**config.mk**
```make
export PLATFORM = sky130hd
export DESIGN_NAME = extend_target_unit
export DESIGN_NICKNAME = d
export VERILOG_FILES = /design/src/rtl/extend_target_unit.sv
export SDC_FILE = /design/constraint.sdc
export NUM_CORES = 1
export LEC_CHECK = 0
export BUFFER_PORTS_ARGS = -buffer_cell sky130_fd_sc_hd__clkbuf_2
export CAP_MARGIN = 30
export CORE_MARGIN = 2
export CORE_UTILIZATION = 47
export CTS_BUF_LIST = sky130_fd_sc_hd__clkbuf_2 sky130_fd_sc_hd__clkbuf_4 sky130_fd_sc_hd__clkbuf_8
export CTS_CLUSTER_DIAMETER = 40
export DETAILED_ROUTE_END_ITERATION = 10
export PLACE_DENSITY = 0.7
export SLEW_MARGIN = 20
export SYNTH_ARGS = -nofsm -noshare
export SYNTH_HDL_FRONTEND = slang
export SYNTH_SLANG_ARGS = --single-unit
```
**constraint.sdc**
```tcl
create_clock -name clk -period 6.2 [get_ports clk]
set_input_delay 0.62 -clock clk [delete_from_list [all_inputs] [get_ports clk]]
set_output_delay 0.62 -clock clk [all_outputs]
set_load 0.02 [all_outputs]
```
**src/rtl/extend_target_unit.sv**
```systemverilog
// -----------------------------------------------------------------------------
// extend_target_unit
//
// Immediate extension / jump-and-branch target unit with a valid/ready
// handshake on both sides. A request is captured in IDLE, its result is
// computed and registered in CALC, and presented in HOLD until the consumer
// takes it. One result per three cycles when the consumer never stalls.
//
// Parameters
//   DATA_W  result / PC width
//   IMM_W   immediate field width (IMM_W + SHAMT must not exceed DATA_W)
//   SHAMT   word-alignment shift applied to JUMP and BRANCH immediates
//
// Ports
//   clk        clock, all state updates on its rising edge
//   reset      synchronous active-high reset
//   in_valid   request present
//   in_ready   unit accepts a request this cycle (IDLE only, state-driven)
//   mode       00 ZERO, 01 SIGN, 10 JUMP, 11 BRANCH
//   imm        immediate field
//   pc         current PC (JUMP / BRANCH)
//   out_valid  result valid (registered)
//   out_ready  consumer accepts the result
//   result     extended value or target address (registered)
//   wrap       BRANCH addition carried or borrowed past DATA_W (registered)
// -----------------------------------------------------------------------------
module extend_target_unit #(
  parameter int DATA_W = 32,
  parameter int IMM_W  = 26,
  parameter int SHAMT  = 2
) (
  input  logic              clk,
  input  logic              reset,
  input  logic              in_valid,
  output logic              in_ready,
  input  logic [1:0]        mode,
  input  logic [IMM_W-1:0]  imm,
  input  logic [DATA_W-1:0] pc,
  output logic              out_valid,
  input  logic              out_ready,
  output logic [DATA_W-1:0] result,
  output logic              wrap
);

  localparam int LOW_W = IMM_W + SHAMT;

  localparam logic [1:0] MODE_ZERO   = 2'b00;
  localparam logic [1:0] MODE_SIGN   = 2'b01;
  localparam logic [1:0] MODE_JUMP   = 2'b10;
  localparam logic [1:0] MODE_BRANCH = 2'b11;

  typedef enum logic [1:0] {
    IDLE = 2'd0,
    CALC = 2'd1,
    HOLD = 2'd2
  } state_t;

  state_t              state_reg;
  logic [1:0]          mode_reg;
  logic [IMM_W-1:0]    imm_reg;
  logic [DATA_W-1:0]   pc_reg;
  logic [DATA_W-1:0]   result_reg;
  logic                wrap_reg;
  logic                out_valid_reg;

  // Combinational datapath, fed only from the captured registers so that no
  // input reaches result/wrap without passing through a flop first.
  logic [DATA_W-1:0]   imm_zext;
  logic [DATA_W-1:0]   imm_sext;
  logic [DATA_W-1:0]   branch_offset;
  logic [DATA_W-1:0]   jump_target;
  logic [DATA_W:0]     branch_sum;
  logic                offset_neg;
  logic [DATA_W-1:0]   result_next;
  logic                wrap_next;

  assign imm_zext = DATA_W'(imm_reg);
  assign imm_sext = DATA_W'($signed(imm_reg));

  // Shift at full DATA_W width; anything pushed past the top is dropped.
  assign branch_offset = imm_sext << SHAMT;
  assign offset_neg    = imm_reg[IMM_W-1];

  // One extra bit catches the carry out of the unsigned addition.
  assign branch_sum = {1'b0, pc_reg} + {1'b0, branch_offset};

  // Jump target assembled bit by bit: alignment zeros at the bottom, the
  // immediate above them, and whatever PC bits remain on top. When
  // IMM_W + SHAMT == DATA_W the PC branch of this generate never elaborates.
  genvar gi;
  generate
    for (gi = 0; gi < DATA_W; gi++) begin : g_jump_bit
      if (gi < SHAMT) begin : g_align
        assign jump_target[gi] = 1'b0;
      end else if (gi < LOW_W) begin : g_imm
        assign jump_target[gi] = imm_reg[gi-SHAMT];
      end else begin : g_pc
        assign jump_target[gi] = pc_reg[gi];
      end
    end
  endgenerate

  always_comb begin
    result_next = '0;
    wrap_next   = 1'b0;
    case (mode_reg)
      MODE_ZERO:   result_next = imm_zext;
      MODE_SIGN:   result_next = imm_sext;
      MODE_JUMP:   result_next = jump_target;
      MODE_BRANCH: begin
        result_next = branch_sum[DATA_W-1:0];
        // Adding a negative offset in two's complement produces a carry
        // exactly when the true sum stays non-negative, so a missing carry
        // means the target went below zero.
        wrap_next   = offset_neg ? ~branch_sum[DATA_W] : branch_sum[DATA_W];
      end
      default: begin
        result_next = '0;
        wrap_next   = 1'b0;
      end
    endcase
  end

  // Control FSM with registered outputs. result/wrap only change in CALC,
  // so they stay stable through HOLD and keep their value after the
  // handshake until the next request is computed.
  always_ff @(posedge clk) begin
    if (reset) begin
      state_reg     <= IDLE;
      mode_reg      <= '0;
      imm_reg       <= '0;
      pc_reg        <= '0;
      result_reg    <= '0;
      wrap_reg      <= 1'b0;
      out_valid_reg <= 1'b0;
    end else begin
      case (state_reg)
        IDLE: begin
          if (in_valid) begin
            mode_reg  <= mode;
            imm_reg   <= imm;
            pc_reg    <= pc;
            state_reg <= CALC;
          end
        end
        CALC: begin
          result_reg    <= result_next;
          wrap_reg      <= wrap_next;
          out_valid_reg <= 1'b1;
          state_reg     <= HOLD;
        end
        HOLD: begin
          if (out_ready) begin
            out_valid_reg <= 1'b0;
            state_reg     <= IDLE;
          end
        end
        default: begin
          out_valid_reg <= 1'b0;
          state_reg     <= IDLE;
        end
      endcase
    end
  end

  assign in_ready  = (state_reg == IDLE);
  assign out_valid = out_valid_reg;
  assign result    = result_reg;
  assign wrap      = wrap_reg;

endmodule

```
; Word-level counts from Yosys, hierarchy flattened
; Index checks and enable logic that the tools add are counted.
[totals]
ff_bits = 96
in_bits = 64
out_inout_bits = 35
word_cells = 30
[op_classes]
n_addsub = 1
eq_ne = 7
n_mux = 8
n_bitwise = 2
reduce_logical = 5
[op_table]
columns = cell, n
row1 = $pmux W32 S4, 1
row2 = $add A32 B32 Y33, 1
row3 = $eq A2 B2 Y1 const B, 3
row4 = $pmux W2 S3, 1
row5 = $reduce_and A2 Y1, 3
row6 = $eq A2 B1 Y1 const B, 2
row7 = $logic_not A2 Y1, 2
row8 = $mux W2, 2
row9 = $ne A2 B2 Y1 const B, 2
row10 = $mux W1, 3
row11 = $pmux W1 S3, 1
row12 = $not A1 Y1, 2

; Logic depth before layout (Yosys ltp)
; Gate-level depths: netlist (run 1).
[depth]
ltp_word = 4
mapped_depth = 13
ltp_nobuf = 13

; Worst setup path after synthesis (run 1)
; Ideal clock, no wire load.
[synth_timing]
path_type = reg-to-reg
startpoint = register imm_reg[0]
endpoint = register result_reg[30], in the netlist result[30]
setup_ns = 0.131
arrival_ns = 2.655
t_required_ns = 6.069
path_slack_ns = 3.413
stages_incl_launch_ff = 14
path_buffers = 0
synth_period_minus_slack_ns = 2.787
path_cell_list = dfxtp_1 -> ha_1 -> inv_1 -> fa_1 -> nor2b_2 -> o2111ai_1 -> a211o_2 -> a31oi_4 -> a31oi_4 -> o211ai_2 -> a31oi_2 -> xnor2_1 -> a221oi_1 -> nor3_2
[synth_via]
elab_chain_cells = 2
[synth_lines]
columns = item, line
row1 = from (decl), 60  ; logic [IMM_W-1:0] imm_reg;
row2 = from (signal assigned), 141  ; imm_reg <= imm;
row3 = $add A32 B32 Y33, 85  ; assign branch_sum = {1'b0, pc_reg} + {1'b0, branch_offset};
row4 = $pmux W32 S4, 106  ; case (mode_reg)
row5 = to (signal assigned), 147  ; result_reg <= result_next;
row6 = to (decl), 62  ; logic [DATA_W-1:0] result_reg;
; Every way passes these cells.
; A chain may end at the register's enable or synchronous reset.

; Worst setup path in the final report (run 1)
; Same ends and word-level chain as after synthesis.

==> impl_metrics.yaml, run 1 <==
clock_network:
  clock-root-buffer: "clkbuf_8"
  path_clk_slew_ps: 90
  cts_hold_buf: 0
  h-tree-depth: 3
  cts_buffers: 9
  cts_sinks: 96
  clock_path_buffers: 2
  cts_repair_resize_count: 0
  post-cts-setup-buffers: 0
  clock_latency_ps: 370
  cts_tree: "done"
finish:
  utilization_pct: 56.0
  n_fill_cell: 1071
  area_growth_pct: 15.6
  diodes: 0
  nNetsFinal: 847
  drive_gt1_share_pct: 18.5
  stdcell_count: 897
placement:
  hpwl_mm: 9.90
  place.gp.congestion: 0.902
  io_buffers: 98
  dp.cells: 880
floorplan:
  io_pins: 99
  die_w_um: 110
  die_h_um: 110
  die-area_mm2: 0.0121
  core_mm2: 0.0109
  start_util_pct: 48.4
  fp-row-count: 38
setup_path:
  arrival_ps: 3300
  critPathCaptureType: "register"
  cp.required_ps: 6460
  critical_path.startpoint_type: "register"
  path_class: "register to register"
  cp_max_fo: 4
timing:
  rsz0062_at_grt: "false"
  final_hold_viol_count: 0
  worst_hold_slack_ps: 457
  relSlewSlack_pct: 42.4
  worst_pin_slew_ps: 862
  fmax_mhz: 329
  clock_skew_ps: 8.20
  tns_ps: 0
  period_share_pct: 49.1
  layout_min_cycle_time_ps: 3040
  finalSetupViolCount: 0
  slew_viol_final: 0
power:
  seqPwrFrac_pct: 48.7
  power_frac_comb_pct: 20.3
  powerDensity_mw_per_mm2: 230
  power_mw: 1.41
  p_leak_nw: 2.69
  p_int_uw: 989
  switching_share_pct: 29.8
  pwr-share-clk_pct: 31.0
  p_switching_uw: 420
  irDropWorstVdd_uv: 130
drt:
  initialDrtViolationCount: 239
  num_vias: 5029
  wire_per_inst_um: 15.4
  drtAntennaViolNets: 0
  via_per_inst: 5.61
  drc: 0
  dr.pass1.iters: 6
  wl_mm: 13.8
synth:
  synthFlopType: "dfxtp_1"
  postSynthCellCount: 677
  synth_cell_types: 53
  yosysSeqAreaShare_pct: 36.3
  yosys-top-cells-area: "dfxtp_1 36%, a21oi_1 10%, nand2_1 10%, ha_1 7.1%, nor2_1 3.8%"
  ys_warn_count: 0
  avgSynthCellArea_um2: 7.82
  ys_ff_latch: 96
  async_flop_share_pct: 0
  synth_edf_count: 0
  synth_area_mm2: 0.00530
  synth_nets: 772
  synth_top_cell_by_area: "dfxtp_1"
  synth_top_area_share_pct: 36.3
flow_run:
  maxCapViolations: 0
hold_path:
  hp-class: "input pin to register"
global_route:
  grt_pass1_wl_mm: 22.6
  gr-total-overflow: 0
  grt_use_total_pct: 23.5
  grt_max_degree: 99
  grt_pass1_vias: 4794
  antenna_found_initial: 0
outcome:
  status: "finished clean"
[cells in the final DEF (no fill, tap or decap), types with 8 or more instances in the layout]
cell and count:
a211oi_1 16, a21o_1 23, a21oi_1 111, a221o_1 8, clkbuf_2 97, clkbuf_8 11
dfxtp_1 96, ha_1 30, inv_1 9, mux2i_1 14, nand2_1 146, nor2_1 52
o21ai_0 18, xnor2_1 17, xor2_1 10
[metal layers]
metal	wire (um)	up-vias	GRT usage [%]
met5	0	-	0
met4	243	0	7.50
met1	6700	2346	32.6
li1	-	2527	-
met3	711	22	4.12
met2	6150	134	37.2
[cell families (layout without fill, tap and decap cells)]
family / after synthesis / count (layout) / synth area share [%]
compound gates: 215 / 215 / 26.0
xor+xnor: 27 / 27 / 4.46
fa+ha+maj: 31 / 31 / 7.47
buf+inv: 51 / 131 / 3.69
flops: 96 / 96 / 36.3
mux: 14 / 14 / 2.65
simple gates: 243 / 243 / 19.5
[power by group through the flow]
| stage | logic (mW) | clock network (mW) | registers [mW] |
|---|---|---|---|
| floorplan | 0.189 | 0 | 0.704 |
| global placement | 0.271 | 0 | 0.699 |
| detailed placement | 0.282 | 0 | 0.701 |
| CTS | 0.283 | 0.447 | 0.686 |
| global route | 0.318 | 0.469 | 0.691 |
| finish | 0.285 | 0.437 | 0.686 |
[layout make-up]
type                    count  area, um^2  area share [%]
multi-input cells         530        3190            52.0
flip-flops and latches     96        1920            31.4
inverters                   9        33.8           0.552
well taps                 140         175            2.86
repair buffers            106         596            9.73
clock inverters             2        37.5           0.613
clock buffers              14         174            2.84
[cell usage after synthesis, types with 4 or more instances]
master    instances
a211oi_1         16
a21o_1           23
a21oi_1         111
a221o_1           8
a221oi_1          4
a31oi_1           5
and4_1            4
clkbuf_1         38
dfxtp_1          96
ha_1             30
inv_1             9
mux2i_1          14
nand2_1         147
nand2b_1          4
nand4_1           5
nor2_1           53
nor2b_1           6
nor3_1            6
o21ai_0          18
o21bai_1          5
o22ai_1           4
xnor2_1          17
xor2_1           10
[worst max-delay path, cell delays in order (launching register included)]
cell and delay [ps]:
dfxtp_1 390, ha_1 200, inv_1 60, fa_1 410, nor2b_2 140, o2111ai_1 130
a211o_2 400, a31oi_4 220, a31oi_4 150, o211ai_2 180, a31oi_2 130, xnor2_1 140
a221oi_1 300, nor3_2 70
[stage by stage]
stage,setup WS [ps],cell area (um^2)
2_1_floorplan,3410,5300
3_3_place_gp,3250,5840
3_5_place_dp,3140,5880
4_1_cts,3120,6100
5_1_grt,2980,6120
6_report,3160,6120
[final timing paths]
check | slack [ps] | from | end | depth (start not counted)
max | 3160 | imm_reg[0] | result[30] | 13
min | 460 | pc[30] | pc_reg[30] | 3
max reg2reg | 3160 | imm_reg[0] | result[30] | 13
min reg2reg | 460 | result[13] | result[13] | 2
Power figures use the tool's default switching activity.
==> inputs of run 2 (changes only) <==
==> constraint.sdc (replaced) <==
create_clock -name clk -period 3 [get_ports clk]
set_input_delay 0.3 -clock clk [delete_from_list [all_inputs] [get_ports clk]]
set_output_delay 0.3 -clock clk [all_outputs]
set_load 0.02 [all_outputs]
==> run 2 against run 1 <==
Power increased by 110%. Sequential share of layout area fell by 0.24 points. Count of clock-buffer cells in the layout fell by 5. Clock skew rose by 2.2 ps. Via count up 0.58%. Core utilization grew 0.50 points. Clock power up 120%.
==> impl_metrics.yaml, run 2 (synthesis gave the netlist of run 1 again) <==
global_route:
  gr-total-overflow: 0
  grt_pass1_vias: 4889
  grt_use_total_pct: 24.1
  grt_max_degree: 39
  grt_pass1_wl_mm: 23.2
  antenna_found_initial: 0
timing:
  tns_ps: 0
  rsz0062_at_grt: "true"
  worst_pin_slew_ps: 716
  finalSetupViolCount: 0
  worst_hold_slack_ps: 130
  final_hold_viol_count: 0
  slew_viol_final: 0
  relSlewSlack_pct: 52.3
  period_share_pct: 95.1
  fmax_mhz: 351
  layout_min_cycle_time_ps: 2850
  clock_skew_ps: 10.4
flow_run:
  maxCapViolations: 0
drt:
  wire_per_inst_um: 15.4
  drtAntennaViolNets: 0
  dr.pass1.iters: 5
  via_per_inst: 5.59
  initialDrtViolationCount: 291
  drc: 0
  num_vias: 5058
  wl_mm: 13.9
clock_network:
  cts_sinks: 96
  clock_path_buffers: 2
  clock-root-buffer: "clkbuf_8"
  clock_latency_ps: 380
  cts_hold_buf: 0
  h-tree-depth: 3
  cts_tree: "done"
  path_clk_slew_ps: 100
  cts_buffers: 9
setup_path:
  path_common_cell: "a31oi_4"
  critical_path.startpoint_type: "register"
  rr_worst_depth: 13
  path_cells: "ha_1, inv_1, fa_2, nor2b_4, o2111ai_2, a211o_2, a31oi_4, a31oi_4, o211ai_2, a31oi_2, xnor2_1, a221oi_2, nor3_2"
  cp_num_cells: 13
  critPathCaptureType: "register"
  path_buf_inv: 1
  cp_max_fo: 4
  crit_family: "compound AO/OA/AOI/OAI gates"
  cp.required_ps: 3250
  reg2reg_from: "imm_reg[0]"
  arrival_ps: 3100
  path_class: "register to register"
  worst_path_max_delay_cell: "fa_2"
  startpoint: "imm_reg[0]"
  slowest_delay_ps: 370
power:
  pwr-share-clk_pct: 32.1
  power_frac_comb_pct: 19.8
  irDropWorstVdd_uv: 241
  switching_share_pct: 30.5
  power_mw: 2.96
  powerDensity_mw_per_mm2: 479
  p_leak_nw: 2.73
  p_switching_uw: 903
  p_int_mw: 2.05
  seqPwrFrac_pct: 48.1
finish:
  utilization_pct: 56.5
  diodes: 0
  mostFrequentLayoutCell: "nand2_1"
  drive_gt1_share_pct: 19.9
  nNetsFinal: 855
  stdcell_count: 905
  area_growth_pct: 16.7
  final_cell_mix: "146 x nand2_1, 111 x a21oi_1, 97 x clkbuf_2"
placement:
  hpwl_mm: 10.4
  dp.cells: 887
  place.gp.congestion: 0.887
  io_buffers: 98
floorplan:
  die_w_um: 110
  io_pins: 99
  start_util_pct: 48.4
  die-area_mm2: 0.0121
  core_mm2: 0.0109
  die_h_um: 110
  fp-row-count: 38
hold_path:
  hold_path_startpoint: "imm[4]"
  whs_path_depth: 3
  hp-class: "input pin to register"
outcome:
  status: "finished clean"
[run 2: cell count changes in the layout (fill, tap and decap cells not counted), sizes merged]
cell	previous run	this run
inv	9	10
buf	9	17
clkbuf	111	106
clkinv	0	3
bufinv	1	2
[run 2: metal layers]
| metal | up-vias | routed length (um) | track usage [%] |
|---|---|---|---|
| li1 | 2547 | - | - |
| met1 | 2348 | 6700 | 34.1 |
| met2 | 146 | 6300 | 38.0 |
| met3 | 17 | 687 | 2.41 |
| met4 | 0 | 248 | 8.84 |
| met5 | - | 0 | 0 |
[run 2: metrics by stage]
step,setup WS (ps),cell area [um^2]
after floorplan,213,5300
after global placement,140,5900
after CTS,7.39,6140
after detailed placement,26.6,5920
after global routing,-12.3,6180
final,148,6180
[run 2: worst reg2reg max path: stages (launching register included)]
cell	delay, ps
dfxtp_2	350
ha_1	170
inv_1	60
fa_2	370
nor2b_4	130
o2111ai_2	130
a211o_2	360
a31oi_4	230
a31oi_4	140
o211ai_2	170
a31oi_2	130
xnor2_1	160
a221oi_2	270
nor3_2	50
[run 2: cell type report]
cell class	count	area [um^2]
clock buffer	9	124
clock inverter	7	95.1
timing repair buffer	114	623
tap	140	175
fill	1072	4760
sequential	96	1920
inverter	9	33.8
multi-input combinational	530	3200
[run 2: path summary, 6_finish.rpt]
check	endpoint	slack, ps
worst min register to register	pc_reg[2]	460
worst max register to register	result[30]	150
worst max-delay path	result[30]	150
worst min-delay path	imm_reg[4]	130
[run 2: power by group through the flow]
stage | logic, mW | clock network [mW] | registers [mW]
after floorplan | 0.390 | 0 | 1.46
after global placement | 0.566 | 0 | 1.45
after detailed placement | 0.581 | 0 | 1.45
after CTS | 0.583 | 0.971 | 1.42
after global routing | 0.658 | 1.01 | 1.43
final | 0.586 | 0.948 | 1.42
[run 2: timing repair]
item	in CTS	in global routing
setup buffers	0	2
gates resized for setup	0	6
endpoints found under the hold margin	0	0
setup endpoints to repair	0	3
==> inputs of run 3 (changes only) <==
--- a/config.mk
+++ b/config.mk
@@ -7,6 +7,7 @@
 export LEC_CHECK = 0
 export BUFFER_PORTS_ARGS = -buffer_cell sky130_fd_sc_hd__clkbuf_2
 export CAP_MARGIN = 30
+export CORE_ASPECT_RATIO = 1.75
 export CORE_MARGIN = 2
 export CORE_UTILIZATION = 47
 export CTS_BUF_LIST = sky130_fd_sc_hd__clkbuf_2 sky130_fd_sc_hd__clkbuf_4 sky130_fd_sc_hd__clkbuf_8
==> run 3 against run 2 <==
Via count is 0.91% lower. Routed wire length is 2.2% higher. Sequential power hardly changed. Global-route usage is 0.74 points lower. Combinational power is 2% higher. Clock skew is 2.0 ps lower. Critical path type unchanged. Largest power group unchanged.
==> impl_metrics.yaml, run 3 (synthesis gave the netlist of run 1 again) <==
timing:
  finalSetupViolCount: 0
  worst_pin_slew_ps: 831
  slew_viol_final: 0
  clock_skew_ps: 8.38
  worst_hold_slack_ps: 128
  rsz0062_at_grt: "false"
  relSlewSlack_pct: 44.5
  period_share_pct: 95.4
  tns_ps: 0
  layout_min_cycle_time_ps: 2860
  fin_ws_ps: 139
  fmax_mhz: 350
  final_hold_viol_count: 0
finish:
  fin_area_mm2: 0.00624
  mostFrequentLayoutCell: "nand2_1"
  diodes: 0
  drive_gt1_share_pct: 20.2
  utilization_pct: 56.5
  area_growth_pct: 17.9
  final_cell_mix: "146 x nand2_1, 111 x a21oi_1, 97 x clkbuf_2"
  nNetsFinal: 856
  stdcell_count: 898
clock_network:
  clock-root-buffer: "clkbuf_8"
  cts_hold_buf: 0
  clock_path_buffers: 2
  path_clk_slew_ps: 90
  cts_tree: "done"
  clock_latency_ps: 380
  cts_sinks: 96
  cts_buffers: 9
  h-tree-depth: 3
flow_run:
  maxCapViolations: 0
floorplan:
  die_h_um: 144
  fp-row-count: 51
  core_mm2: 0.0110
  die-area_mm2: 0.0122
  start_util_pct: 48.0
  die_w_um: 84.2
  io_pins: 99
placement:
  post-place-ws_ps: 103
  place.gp.congestion: 0.904
  hpwl_mm: 10.8
  place_area_mm2: 0.00594
  io_buffers: 98
  dp.cells: 878
drt:
  initialDrtViolationCount: 184
  dr.pass1.iters: 5
  drc: 0
  drtAntennaViolNets: 0
  via_per_inst: 5.58
  wire_per_inst_um: 15.9
  num_vias: 5012
  wl_mm: 14.2
setup_path:
  critPathCaptureType: "register"
  arrival_ps: 3130
  critical_path.startpoint_type: "register"
  path_class: "register to register"
  cp.required_ps: 3270
  cp_max_fo: 4
global_route:
  grt_max_degree: 58
  grt_use_total_pct: 23.4
  grt_busiest_layer: "met2"
  grt_pass1_vias: 4857
  antenna_found_initial: 0
  grt_pass1_wl_mm: 22.9
  gr-total-overflow: 0
  met2_usage_pct: 44.9
  use_met1_pct: 24.5
  use_met3_pct: 4.00
power:
  powerDensity_mw_per_mm2: 488
  power_mw: 3.05
  irDropWorstVdd_uv: 279
  p_leak_nw: 2.75
hold_path:
  hp-class: "input pin to register"
outcome:
  status: "finished clean"
==> run 3: worst paths after layout <==
path              startpoint    endpoint  slack (ps)  cells after the start
setup reg to reg   pc_reg[2]  result[30]         140                     13
hold reg to reg    pc_reg[0]   pc_reg[0]         460                      2
hold / removal        imm[8]  imm_reg[8]         130                      3
setup / recovery   pc_reg[2]  result[30]         140                     13
==> run 3: metal layers <==
layer	share of wire, %	wire length (um)
met5	0	0
met4	2.6	377
met3	3.8	546
met2	54	7700
met1	39	5610
==> run 3: layout make-up <==
| class | count | area, um^2 |
|---|---|---|
| multi-input combinational | 530 | 3210 |
| inverter | 9 | 33.8 |
| tap | 132 | 165 |
| fill | 1042 | 4800 |
| clock buffer | 9 | 124 |
| timing repair buffer | 115 | 663 |
| clock inverter | 7 | 120 |
| sequential | 96 | 1920 |
==> run 3: worst max-delay path, stage by stage (launching register included) <==
cell and delay (ps):
dfxtp_2 370, ha_4 150, inv_2 40, fa_2 360, nor2b_2 150, o2111ai_2 150, a211o_2 360, a31oi_4 220
a31oi_4 130, o211ai_2 190, a31oi_2 140, xnor2_1 150, a221oi_1 300, nor3_2 60
==> run 3: report_power, final <==
group / total [mW] / leakage (nW) / switching, mW / internal [mW]
Combinational: 0.597 / 1.84 / 0.358 / 0.239
Clock: 1.03 / 0.119 / 0.474 / 0.555
Sequential: 1.42 / 0.787 / 0.0683 / 1.35
Total: 3.05 / 2.75 / 0.900 / 2.15
==> run 3: repair_timing <==
| item | 4_1_cts | 5_1_grt |
|---|---|---|
| resized for setup | 0 | 8 |
| setup endpoints to repair | 0 | 4 |
| setup buffers | 0 | 4 |
